===== src/rtl/multicycle_pkg.sv =====
// Shared definitions for the multicycle control FSM: opcode/funct values,
// state encoding, control-field encodings and the control-output bundle.
package multicycle_pkg;

  localparam int unsigned STATE_W = 5;
  localparam int unsigned WAIT_W  = 8;

  localparam logic [5:0] OP_RTYPE = 6'h00;
  localparam logic [5:0] OP_J     = 6'h02;
  localparam logic [5:0] OP_JAL   = 6'h03;
  localparam logic [5:0] OP_BEQ   = 6'h04;
  localparam logic [5:0] OP_BNE   = 6'h05;
  localparam logic [5:0] OP_ADDI  = 6'h08;
  localparam logic [5:0] OP_XORI  = 6'h0E;
  localparam logic [5:0] OP_LW    = 6'h23;
  localparam logic [5:0] OP_SW    = 6'h2B;

  localparam logic [5:0] FN_JR  = 6'h08;
  localparam logic [5:0] FN_ADD = 6'h20;
  localparam logic [5:0] FN_SUB = 6'h22;
  localparam logic [5:0] FN_SLT = 6'h2A;

  localparam logic [STATE_W-1:0] S_IF         = 5'd0;
  localparam logic [STATE_W-1:0] S_ID         = 5'd1;
  localparam logic [STATE_W-1:0] S_EX_MEMADDR = 5'd2;
  localparam logic [STATE_W-1:0] S_EX_XORI    = 5'd3;
  localparam logic [STATE_W-1:0] S_EX_RALU    = 5'd4;
  localparam logic [STATE_W-1:0] S_EX_BR      = 5'd5;
  localparam logic [STATE_W-1:0] S_EX_JR      = 5'd6;
  localparam logic [STATE_W-1:0] S_MEM_LW     = 5'd7;
  localparam logic [STATE_W-1:0] S_MEM_SW     = 5'd8;
  localparam logic [STATE_W-1:0] S_WB_LW      = 5'd9;
  localparam logic [STATE_W-1:0] S_WB_IMM     = 5'd10;
  localparam logic [STATE_W-1:0] S_WB_R       = 5'd11;
  localparam logic [STATE_W-1:0] S_HALT       = 5'd12;

  localparam logic [2:0] ALU_ADD = 3'd0;
  localparam logic [2:0] ALU_SUB = 3'd1;
  localparam logic [2:0] ALU_XOR = 3'd2;
  localparam logic [2:0] ALU_SLT = 3'd3;

  localparam logic [2:0] SRCB_IMM  = 3'd1;
  localparam logic [2:0] SRCB_REG  = 3'd2;
  localparam logic [2:0] SRCB_FOUR = 3'd3;
  localparam logic [2:0] SRCB_JR   = 3'd4;

  localparam logic [1:0] PCSRC_ALU  = 2'd1;
  localparam logic [1:0] PCSRC_JUMP = 2'd2;

  localparam logic [3:0] BR_BEQ = 4'd1;
  localparam logic [3:0] BR_BNE = 4'd2;

  typedef struct packed {
    logic       mem_req;
    logic       pc_we;
    logic [1:0] pc_src;
    logic       mem_in;
    logic       mem_we;
    logic       ir_we;
    logic       alu_src_a;
    logic [2:0] alu_src_b;
    logic [2:0] alu_op;
    logic       dst;
    logic       reg_in;
    logic       reg_we;
    logic [3:0] branch;
    logic       jal;
  } ctrl_t;

  // States that hold a memory access open until mem_ready.
  function automatic logic is_mem_state(logic [STATE_W-1:0] s);
    return (s == S_IF) || (s == S_MEM_LW) || (s == S_MEM_SW);
  endfunction

endpackage


===== src/rtl/mc_wait_timer.sv =====
// Counts consecutive unanswered memory cycles; hit_c_o flags the cycle in
// which an access that is still waiting would reach WAIT_MAX waits.
module mc_wait_timer
  import multicycle_pkg::*;
#(
  parameter int unsigned WAIT_MAX = 15
) (
  input  logic clk,
  input  logic rst_n,
  input  logic wait_i,
  output logic hit_c_o
);

  logic [WAIT_W-1:0] cnt_q;
  logic [WAIT_W-1:0] cnt_d;

  // Any answered or non-memory cycle clears, so every access starts from zero.
  assign cnt_d   = wait_i ? cnt_q + WAIT_W'(1) : '0;
  assign hit_c_o = wait_i && (cnt_q == WAIT_W'(WAIT_MAX - 1));

  always_ff @(posedge clk) begin
    if (!rst_n) begin
      cnt_q <= '0;
    end else begin
      cnt_q <= cnt_d;
    end
  end

endmodule


===== src/rtl/multicycle_ctrl.sv =====
// Multicycle control FSM for the MIPS subset: sequences IF/ID/EX/MEM/WB,
// counts retired instructions and halts on memory timeout.
// Build option: MULTICYCLE_CTRL_TRAP_EN halts on undecoded instructions.
module multicycle_ctrl
  import multicycle_pkg::*;
#(
  parameter int unsigned WAIT_MAX = 15,
  parameter int unsigned CNT_W    = 32
) (
  input  logic             clk,
  input  logic             rst_n,
  input  logic [31:0]      instruction,
  input  logic             mem_ready,
  output logic             mem_req,
  output logic             PC_WE,
  output logic [1:0]       PCSrc,
  output logic             MemIn,
  output logic             Mem_WE,
  output logic             IR_WE,
  output logic             ALUSrcA,
  output logic [2:0]       ALUSrcB,
  output logic [2:0]       ALUop,
  output logic             Dst,
  output logic             RegIn,
  output logic             Reg_WE,
  output logic [3:0]       Branch,
  output logic             JAL,
  output logic [CNT_W-1:0] retired,
  output logic             timeout,
  output logic [4:0]       state_o
);

  logic [STATE_W-1:0] state_q;
  logic [STATE_W-1:0] state_d;
  logic [2:0]         rop_q;
  logic [2:0]         rop_d;
  logic [CNT_W-1:0]   retired_q;
  logic               timeout_q;
  logic               timeout_d;
  logic               wait_c;
  logic               expire_c;
  logic               illegal_c;
  logic [5:0]         opcode_c;
  logic [5:0]         funct_c;
  logic               unused_c;
  ctrl_t              ctrl_c;

  assign opcode_c = instruction[31:26];
  assign funct_c  = instruction[5:0];
  assign unused_c = ^instruction[25:6];
  assign wait_c   = is_mem_state(state_q) && !mem_ready;

  mc_wait_timer #(
    .WAIT_MAX(WAIT_MAX)
  ) u_wait_timer (
    .clk    (clk),
    .rst_n  (rst_n),
    .wait_i (wait_c),
    .hit_c_o(expire_c)
  );

  // Next state and per-state control outputs.
  always_comb begin
    state_d   = state_q;
    rop_d     = rop_q;
    timeout_d = timeout_q;
    illegal_c = 1'b0;
    ctrl_c    = '0;
    case (state_q)
      S_IF: begin
        ctrl_c.mem_req   = 1'b1;
        ctrl_c.alu_src_b = SRCB_FOUR;
        ctrl_c.pc_src    = PCSRC_ALU;
        if (mem_ready) begin
          ctrl_c.pc_we = 1'b1;
          ctrl_c.ir_we = 1'b1;
          state_d      = S_ID;
        end else if (expire_c) begin
          timeout_d = 1'b1;
          state_d   = S_HALT;
        end
      end
      S_ID: begin
        case (opcode_c)
          OP_J, OP_JAL: begin
            ctrl_c.pc_we  = 1'b1;
            ctrl_c.pc_src = PCSRC_JUMP;
            state_d       = S_IF;
            if (opcode_c == OP_JAL) begin
              ctrl_c.reg_we = 1'b1;
              ctrl_c.reg_in = 1'b1;
              ctrl_c.jal    = 1'b1;
            end
          end
          OP_BEQ, OP_BNE:        state_d = S_EX_BR;
          OP_LW, OP_SW, OP_ADDI: state_d = S_EX_MEMADDR;
          OP_XORI:               state_d = S_EX_XORI;
          OP_RTYPE: begin
            case (funct_c)
              FN_ADD: begin
                rop_d   = ALU_ADD;
                state_d = S_EX_RALU;
              end
              FN_SUB: begin
                rop_d   = ALU_SUB;
                state_d = S_EX_RALU;
              end
              FN_SLT: begin
                rop_d   = ALU_SLT;
                state_d = S_EX_RALU;
              end
              FN_JR:   state_d = S_EX_JR;
              default: illegal_c = 1'b1;
            endcase
          end
          default: illegal_c = 1'b1;
        endcase
        if (illegal_c) begin
`ifdef MULTICYCLE_CTRL_TRAP_EN
          state_d = S_HALT;
`else
          state_d = S_IF;
`endif
        end
      end
      S_EX_MEMADDR: begin
        ctrl_c.alu_src_a = 1'b1;
        ctrl_c.alu_src_b = SRCB_IMM;
        ctrl_c.alu_op    = ALU_ADD;
        case (opcode_c)
          OP_LW:   state_d = S_MEM_LW;
          OP_SW:   state_d = S_MEM_SW;
          default: state_d = S_WB_IMM;
        endcase
      end
      S_EX_XORI: begin
        ctrl_c.alu_src_a = 1'b1;
        ctrl_c.alu_src_b = SRCB_IMM;
        ctrl_c.alu_op    = ALU_XOR;
        state_d          = S_WB_IMM;
      end
      S_EX_RALU: begin
        ctrl_c.alu_src_a = 1'b1;
        ctrl_c.alu_src_b = SRCB_REG;
        ctrl_c.alu_op    = rop_q;
        state_d          = S_WB_R;
      end
      S_EX_BR: begin
        ctrl_c.alu_src_a = 1'b1;
        ctrl_c.alu_src_b = SRCB_REG;
        ctrl_c.alu_op    = ALU_SUB;
        ctrl_c.branch    = (opcode_c == OP_BNE) ? BR_BNE : BR_BEQ;
        state_d          = S_IF;
      end
      S_EX_JR: begin
        ctrl_c.alu_src_a = 1'b1;
        ctrl_c.alu_src_b = SRCB_JR;
        ctrl_c.pc_src    = PCSRC_ALU;
        ctrl_c.pc_we     = 1'b1;
        state_d          = S_IF;
      end
      S_MEM_LW: begin
        ctrl_c.mem_req = 1'b1;
        if (mem_ready) begin
          state_d = S_WB_LW;
        end else if (expire_c) begin
          timeout_d = 1'b1;
          state_d   = S_HALT;
        end
      end
      S_MEM_SW: begin
        ctrl_c.mem_req = 1'b1;
        if (mem_ready) begin
          ctrl_c.mem_we = 1'b1;
          state_d       = S_IF;
        end else if (expire_c) begin
          timeout_d = 1'b1;
          state_d   = S_HALT;
        end
      end
      S_WB_LW: begin
        ctrl_c.reg_we = 1'b1;
        state_d       = S_IF;
      end
      S_WB_IMM: begin
        ctrl_c.reg_we    = 1'b1;
        ctrl_c.reg_in    = 1'b1;
        ctrl_c.alu_src_a = 1'b1;
        ctrl_c.alu_src_b = SRCB_IMM;
        state_d          = S_IF;
      end
      S_WB_R: begin
        ctrl_c.reg_we    = 1'b1;
        ctrl_c.reg_in    = 1'b1;
        ctrl_c.dst       = 1'b1;
        ctrl_c.alu_src_a = 1'b1;
        ctrl_c.alu_src_b = SRCB_REG;
        state_d          = S_IF;
      end
      S_HALT:  state_d = S_HALT;
      default: state_d = S_IF;
    endcase
    // Nothing is driven while reset is held.
    if (!rst_n) begin
      ctrl_c = '0;
    end
  end

  always_ff @(posedge clk) begin
    if (!rst_n) begin
      state_q   <= S_IF;
      rop_q     <= ALU_ADD;
      retired_q <= '0;
      timeout_q <= 1'b0;
    end else begin
      state_q   <= state_d;
      rop_q     <= rop_d;
      timeout_q <= timeout_d;
      if ((state_d == S_IF) && (state_q != S_IF) && (state_q != S_HALT)) begin
        retired_q <= retired_q + CNT_W'(1);
      end
    end
  end

  assign mem_req = ctrl_c.mem_req;
  assign PC_WE   = ctrl_c.pc_we;
  assign PCSrc   = ctrl_c.pc_src;
  assign MemIn   = ctrl_c.mem_in;
  assign Mem_WE  = ctrl_c.mem_we;
  assign IR_WE   = ctrl_c.ir_we;
  assign ALUSrcA = ctrl_c.alu_src_a;
  assign ALUSrcB = ctrl_c.alu_src_b;
  assign ALUop   = ctrl_c.alu_op;
  assign Dst     = ctrl_c.dst;
  assign RegIn   = ctrl_c.reg_in;
  assign Reg_WE  = ctrl_c.reg_we;
  assign Branch  = ctrl_c.branch;
  assign JAL     = ctrl_c.jal;
  assign retired = retired_q;
  assign timeout = timeout_q;
  assign state_o = state_q;

endmodule


===== config.mk =====
export PLATFORM = sky130hd
export DESIGN_NAME = multicycle_ctrl
export DESIGN_NICKNAME = d
export VERILOG_FILES = /design/src/rtl/multicycle_pkg.sv /design/src/rtl/mc_wait_timer.sv /design/src/rtl/multicycle_ctrl.sv
export SDC_FILE = /design/constraint.sdc
export NUM_CORES = 1
export LEC_CHECK = 0
export BUFFER_PORTS_ARGS = -buffer_cell sky130_fd_sc_hd__clkbuf_2
export CORE_ASPECT_RATIO = 1.1
export CORE_MARGIN = 5
export CORE_UTILIZATION = 55
export DETAILED_ROUTE_END_ITERATION = 10
export GPL_ROUTABILITY_DRIVEN = 0
export PLACE_DENSITY = 0.81
export SLEW_MARGIN = 25
export SYNTH_ARGS = -nofsm -noshare
export SYNTH_HDL_FRONTEND = slang
export SYNTH_SLANG_ARGS = --single-unit
export TNS_END_PERCENT = 5

===== constraint.sdc =====
create_clock -name clk -period 5.5 [get_ports clk]
set_input_delay 1.1 -clock clk [delete_from_list [all_inputs] [get_ports clk]]
set_output_delay 1.1 -clock clk [all_outputs]
set_load 0.005 [all_outputs]

Word level (Yosys, flattened, before mapping)
Cells that the tools add are included.
Storage, ports and cells
  bits in registers: 49
  word-level logic and storage cells: 94
  output and inout port bits: 60
  bits of input ports: 35
Cells by class
  muxes and demuxes: 33
  $add $sub $neg: 2
  reductions and logical operators: 27
  equality and inequality tests: 26
  bitwise operators: 1
Operator list (count)
  5-bit case mux with 8 select lines: 1
  32-bit by 1-bit adder with 32-bit output, second input constant: 1
  6-bit == test, second input constant: 5
  3-bit case mux with 3 select lines: 3
  5-bit by 4-bit == test with 1-bit output, second input constant: 5
  5-bit 2-to-1 mux: 5
  5-bit case mux with 5 select lines: 1
  22-bit 2-to-1 mux: 1
  5-bit by 3-bit == test with 1-bit output, second input constant: 4
  6-bit by 4-bit == test with 1-bit output, second input constant: 3
  3-bit OR reduction: 6
  6-bit by 2-bit == test with 1-bit output, second input constant: 2
  6-bit by 3-bit == test with 1-bit output, second input constant: 2
  3-bit case mux with 4 select lines: 1
  1-bit 2-to-1 mux: 11
  5-bit by 2-bit == test with 1-bit output, second input constant: 2
  5-bit zero test: 2
  5-bit case mux with 2 select lines: 1
  8-bit by 1-bit adder with 8-bit output, second input constant: 1
  8-bit by 4-bit == test with 1-bit output, second input constant: 1
  2-bit 2-to-1 mux: 4
  4-bit case mux with 2 select lines: 1
  8-bit OR reduction: 1
  7-bit OR reduction: 1
  other kinds (15): 24

Depth between registers and ports, before layout
Gate-level depths: netlist of run 1.
  depth after elaboration: 11
  mapped depth: 12
  depth with buffers taken out: 9

By module
A second synthesis of run 1 with hierarchy kept.
Second synthesis, totals
  cells, all modules: 407
  area total of the unflattened synthesis: 3340.7 µm²
Modules (own cells, without submodules)
  multicycle_ctrl: area an instance 2999.1 µm², cells each 369, seq. area each 800.8 µm², instances 1
  mc_wait_timer: area an instance 341.6 µm², cells each 38, seq. area each 160.2 µm², instances 1

Worst setup path before layout of run 1
OpenSTA, ideal clock, no wires.
  kind: input port to output port
  from: in instruction[28]
  to: out RegIn
  required time: 4.400 ns
  setup slack: 2.322 ns
  cell stages on the path: 6
  buffers on the path: 1
  data arrival time: 2.078 ns
  path through: clkbuf_1 nor3_1 nand3_1 nor3_1 nand2_1 o21ai_0
Between the ends
  cells in the longest elaborated chain, start to end: 5
  elaborated cells between the ends (all ways): 7
  those cells by class: 2 x eq/ne; 4 x mux; 1 x reduce/logical
Ends and longest elaborated chain
  start: declaration: line multicycle_ctrl.sv:12  | input logic [31:0] instruction,
  6-bit by 2-bit == test with 1-bit output, on equally long branches: line multicycle_ctrl.sv:84, multicycle_ctrl.sv:89
  2-bit 2-to-1 mux or 2-bit OR reduction (tied branches): line multicycle_ctrl.sv:89, multicycle_ctrl.sv:84
  2-bit 2-to-1 mux *: line multicycle_ctrl.sv:84  | case (opcode_c)
  1-bit case mux with 2 select lines *: line multicycle_ctrl.sv:69  | case (state_q)
  22-bit 2-to-1 mux *: line multicycle_ctrl.sv:204  | if (!rst_n) begin
  end: declaration: line multicycle_ctrl.sv:24  | output logic RegIn,
Every way passes the cells marked *; elsewhere a longest branch is shown, timed or not.

Final worst setup path of run 1
  from: in instruction[28]
  to: out Reg_WE
Between the ends
  cells in the longest elaborated chain, start to end: 5
  elaborated cells between the ends (all ways): 7
  those cells by class: 2 x eq/ne; 4 x mux; 1 x reduce/logical
Ends and longest elaborated chain
  6-bit by 2-bit == test with 1-bit output, on equally long branches: line multicycle_ctrl.sv:84, multicycle_ctrl.sv:89
  2-bit 2-to-1 mux or 2-bit OR reduction (tied branches): line multicycle_ctrl.sv:89, multicycle_ctrl.sv:84
  2-bit 2-to-1 mux *: line multicycle_ctrl.sv:84
  1-bit case mux with 2 select lines *: line multicycle_ctrl.sv:69
  22-bit 2-to-1 mux *: line multicycle_ctrl.sv:204
  end: declaration: line multicycle_ctrl.sv:25  | output logic Reg_WE,
Marked as above.

==> flow_summary.json, run 1 <==
{
  "fin_crit_ps": 3360,
  "area_growth_pct": 14.9,
  "fp.dieH_um": 87.2,
  "antenna_found_initial": 0,
  "fillers": 495,
  "synthSimpleGateAreaFrac": 0.334,
  "switchingPower_uw": 165,
  "critPathCaptureType": "output pin",
  "status": "finished clean",
  "yosysTopAreaCell": "dfxtp_1",
  "grt_pass1_wl_um": 12100,
  "pwr-share-comb": 0.099,
  "synth_edf_count": 0,
  "worstPathRequired_ps": 4400,
  "drt_iter0_markers": 147,
  "finalHoldViolCount": 0,
  "htreeDepth": 2,
  "path_class": "input pin to output pin",
  "path_clk_slew_ps": 80,
  "core_area_mm2": 0.00533,
  "vias_per_cell": 6.04,
  "final_layout_size_suffix_gt1_frac": 0.203,
  "multi_input_area_mm2": 0.00185,
  "cellPowerDensity_mw_per_mm2": 197,
  "cell_internal_pwr_uw": 508,
  "pin_count": 95,
  "post-place-ws_ps": 2020,
  "dr_total_vias": 3106,
  "ys_types": 49,
  "synth.area.top_cells": "dfxtp_1, a21oi_1, o31ai_1, or4_1, nor2_1",
  "worstMarginPinSlew_ps": 662,
  "setup_violations": 0,
  "peakVddDrop_mv": 0.168,
  "drtPass1Iterations": 4,
  "synthTopCellsByCount": "dfxtp_1, a21oi_1, nor2_1",
  "ys_ff_latch": 48,
  "post_cts_buffers": 0,
  "hpwl_um": 5320,
  "grt-ovfl-total": 0,
  "cp-start-kind": "input pin",
  "cts_resized": 0,
  "fin_ws_ps": 2140,
  "synth-xor-area-share": 0.0206,
  "wl_per_cell_um": 14.4,
  "place_inst": 506,
  "die-width_um": 80.2,
  "worst_skew_pair.late_latency_ps": 300,
  "ys_async_sr_fraction": 0,
  "finalMaxSlewViolations": 0,
  "finalSetupTns_ps": 0,
  "yosysTopAreaCellShare": 0.323,
  "grt_pass1_vias": 2703,
  "grt_max_degree": 66,
  "num_antenna_cells": 0,
  "cts_tree": "built",
  "clock_power_share": 0.371,
  "cts_buffer_depth": 2,
  "switching_share": 0.245,
  "synth_top_family_by_area": "simple AND/OR/NAND/NOR gates",
  "initial_utilization": 0.559,
  "wl_um": 7410,
  "synth_mux_area_frac": 0,
  "yosysSeqAreaShare": 0.323,
  "power_leakage_nw": 1.26,
  "rsz0062_at_grt": "false",
  "seqCellArea_um2": 961,
  "synth_warnings": 0,
  "cts_buffers": 5,
  "die-area_mm2": 0.00699,
  "track_usage": 0.209,
  "synth.most_common_cell": "dfxtp_1",
  "final_nets": 476,
  "max-slew-margin-rel": 0.556,
  "total_power_uw": 673,
  "avgSynthCellArea_um2": 7.78,
  "cts_hold_buffers": 0,
  "arrival_ps": 2260,
  "ant_nets": 0,
  "synth_area_mm2": 0.00298,
  "yosys.area_share.adder": 0.0126,
  "row_count": 28,
  "syn_inst": 383,
  "synth_compound_area_frac": 0.244,
  "io_buffers": 70,
  "ctsRootBufferMaster": "clkbuf_8",
  "final_cells": 514,
  "period_share": 0.610,
  "drcViolationCount": 0,
  "sequentialPowerShare": 0.530,
  "clock-sinks": 48,
  "path_max_fanout": 8,
  "max-cap-violations": 0,
  "fmax_mhz": 298,
  "skew_ps": 8.55,
  "hold_class": "flop to flop",
  "synth_ff_type": "dfxtp_1"
}
-- cells in the final DEF (no fill, tap or decap), types with 7 or more instances in the layout --
| master | n |
|---|---|
| or3_1 | 7 |
| nand2_1 | 29 |
| nor3_1 | 9 |
| nor2_1 | 31 |
| or4_1 | 26 |
| inv_1 | 10 |
| nand4_1 | 11 |
| clkbuf_2 | 70 |
| nand3_1 | 22 |
| and3_1 | 10 |
| dfxtp_1 | 48 |
| o21ai_0 | 12 |
| o31ai_1 | 26 |
| a21oi_1 | 41 |
-- power groups by stage --
stage / logic [mW] / registers (mW) / clock network [mW]
final: 0.0669 / 0.356 / 0.250
after global routing: 0.0746 / 0.357 / 0.269
after CTS: 0.0670 / 0.356 / 0.255
after detailed placement: 0.0668 / 0.365 / 0
after global placement: 0.0650 / 0.364 / 0
after floorplan: 0.0518 / 0.361 / 0
-- area by class of cell --
type | count | share of cell area
Clock buffer | 6 | 0.0212
Clock inverter | 2 | 0.0102
Inverter | 11 | 0.0121
Multi-Input combinational cell | 299 | 0.539
Sequential cell | 48 | 0.281
Tap cell | 75 | 0.0274
Timing Repair Buffer | 73 | 0.109
-- path summary, 6_finish.rpt --
kind                            slack, ps     endpoint  cells after the start       startpoint
worst max-delay path                 2140       Reg_WE                      7  instruction[28]
worst min-delay path                  480      timeout                      2          timeout
worst max register to register       2460  retired[15]                      8       state_o[1]
worst min register to register        480      timeout                      2          timeout
-- worst max-delay path: stages --
cell,delay [ps]
clkbuf_2,140
nor3_1,300
nand3_1,140
nor3_1,230
nand2_1,120
o21ai_0,90
clkbuf_2,140
-- sequential cells by signal, indices dropped and copies added (netlist names) --
name and flops:
retired 32, u_wait_timer.cnt_q 8, state_o 5, rop_q 2, timeout 1
-- stage by stage --
| step | hold slack (ps) | cell area, um2 | util |
|---|---|---|---|
| 2_1_floorplan | 442 | 2990 | - |
| 3_3_place_gp | 451 | 3320 | 0.623 |
| 3_5_place_dp | 465 | 3320 | 0.623 |
| 4_1_cts | 488 | 3420 | 0.643 |
| 5_1_grt | 514 | 3420 | 0.643 |
| 6_report | 480 | 3420 | 0.643 |
-- cell families after synthesis --
logic type               count (synthesis)
AND/OR/NAND/NOR                        176
AO/OA/AOI/OAI                          108
flip-flops                              48
buffers and inverters                   40
XOR/XNOR                                 7
adder cells (fa/ha/maj)                  3
other                                    1
-- per-layer routing --
| metal | vias up | wire length (um) | GRT usage | part of all wire |
|---|---|---|---|---|
| met5 | - | 0 | 0 | 0 |
| met4 | 0 | 63 | 0.0553 | 0.0085 |
| met3 | 5 | 511 | 0.0331 | 0.069 |
| met2 | 99 | 3620 | 0.367 | 0.49 |
| met1 | 1447 | 3210 | 0.266 | 0.43 |
| li1 | 1555 | - | - | - |
Power figures use the tool's default switching activity.
==> run 2: changes to the inputs <==
Settings changed: CORE_UTILIZATION 55 to 46, PLACE_DENSITY 0.81 to 0.72.
Clock period 5.5 ns to 2.9 ns, I/O delays scaled along.
==> run 2 against run 1 <==
Clock skew is essentially flat; total power grew 83%; clock-buffer cell count is the same; non-clock buffer count grew 7; register-to-register slack lost 2200 ps; design area grew 2.4%; via count grew 1.7%; global-route usage shrank 2.7 points; sequential power grew 89%; die area grew 17%; critical endpoint is now retired[5].
==> flow_summary.json, run 2 (synthesis gave the netlist of run 1 again) <==
{
  "ctsRootBufferMaster": "clkbuf_8",
  "ff2ff_setup_slack_ps": 270,
  "finalSetupTns_ps": 0,
  "critPathCaptureType": "flop",
  "status": "finished clean",
  "clock-sinks": 48,
  "rsz0062_at_grt": "false",
  "dr_total_vias": 3158,
  "peakVddDrop_mv": 0.222,
  "fp.dieH_um": 94.4,
  "path_max_fanout": 64,
  "die-area_mm2": 0.00819,
  "cts_buffer_depth": 2,
  "drt_iter0_markers": 107,
  "power_leakage_nw": 1.29,
  "core_area_mm2": 0.00623,
  "path_clk_slew_ps": 90,
  "period_share": 0.906,
  "fin_crit_ps": 2630,
  "grt_max_degree": 66,
  "grt_pass1_vias": 2777,
  "cellPowerDensity_mw_per_mm2": 351,
  "worstPathRequired_ps": 3130,
  "worstMarginPinSlew_ps": 564,
  "wl_um": 7700,
  "track_usage": 0.183,
  "endpoint": "retired[5]",
  "crit_start": "u_wait_timer.cnt_q[0]",
  "path_class": "flop to flop",
  "r2r_end": "retired[5]",
  "finalHoldViolCount": 0,
  "hpwl_um": 5470,
  "mostFrequentLayoutCells": "clkbuf_2, dfxtp_1, a21oi_1",
  "num_antenna_cells": 0,
  "pin_count": 95,
  "drcViolationCount": 0,
  "largest_reg_flops": 32,
  "drtPass1Iterations": 5,
  "grt-ovfl-total": 0,
  "finalMaxSlewViolations": 0,
  "final_nets": 483,
  "htreeDepth": 2,
  "r2r_cells": 10,
  "hold_class": "flop to flop",
  "fillers": 614,
  "arrival_ps": 2860,
  "skew_ps": 8.81,
  "final_common_cell": "clkbuf_2",
  "worstReg2RegStart": "u_wait_timer.cnt_q[0]",
  "cts_tree": "built",
  "max-slew-margin-rel": 0.619,
  "area_growth_pct": 17.7,
  "cts_buffers": 5,
  "wl_per_cell_um": 14.6,
  "total_power_mw": 1.23,
  "ant_nets": 0,
  "io_buffers": 70,
  "antenna_found_initial": 0,
  "worst_skew_pair.late_latency_ps": 300,
  "row_count": 30,
  "setup_violations": 0,
  "final_layout_size_suffix_gt1_frac": 0.217,
  "die-width_um": 86.7,
  "fmax_mhz": 381,
  "cp-start-kind": "flop",
  "initial_utilization": 0.478,
  "grt_pass1_wl_um": 12600,
  "vias_per_cell": 6.00,
  "max-cap-violations": 0,
  "min-delay-start": "retired[31]"
}
run 2: worst max-delay path, stage by stage (launching register included):
cell	delay (ps)
dfxtp_1	400
inv_1	60
ha_1	190
nand4b_1	130
nor4_2	80
o311ai_0	430
o21a_1	240
o2111ai_4	150
buf_12	230
or4_1	480
a21oi_1	150
run 2: worst min path at each step:
stage / end / slack (ps) / cells past startpoint
floorplan: u_wait_timer.cnt_q[0] / 440 / 1
global placement: u_wait_timer.cnt_q[0] / 460 / 1
detailed placement: u_wait_timer.cnt_q[0] / 470 / 1
CTS: retired[31] / 490 / 2
global route: u_wait_timer.cnt_q[0] / 520 / 1
finish: retired[31] / 490 / 2
run 2: per-layer routing:
layer  wire, um  part of all wire  global-route usage
met4         93             0.012              0.0558
met1       3350              0.44               0.236
met2       3690              0.48               0.304
met5          0                 0                   0
met3        559             0.073              0.0393
run 2: repair_timing:
action / in CTS / in global routing
setup buffers: 0 / 0
hold buffers: 0 / 0
gates resized for setup: 0 / 1
endpoints found under the setup margin: 0 / 1
run 2: cell type report:
class,count,area [um2],area share
Clock buffer,6,82.6,0.0236
Sequential cell,48,961,0.274
Inverter,11,41.3,0.0118
Clock inverter,2,15.0,0.00428
Tap cell,80,100,0.0286
Timing Repair Buffer,80,450,0.128
Multi-Input combinational cell,299,1860,0.529
run 2: report_power, final:
part	leakage (nW)	switching [mW]	internal, mW
combinational	0.859	0.0902	0.0493
sequential	0.387	0.00907	0.664
clock	0.0434	0.226	0.193
total	1.29	0.325	0.906
run 2: metrics by stage:
step                       util  hold WS [ps]  instance area [um2]  setup slack, ps  cells
after floorplan               -           442                 2990              265    387
after global routing      0.563           518                 3510             18.4    526
final                     0.563           489                 3510              272    526
after detailed placement  0.546           475                 3400             77.8    518
after CTS                 0.561           490                 3500              231    526
after global placement    0.546           461                 3400              151    518
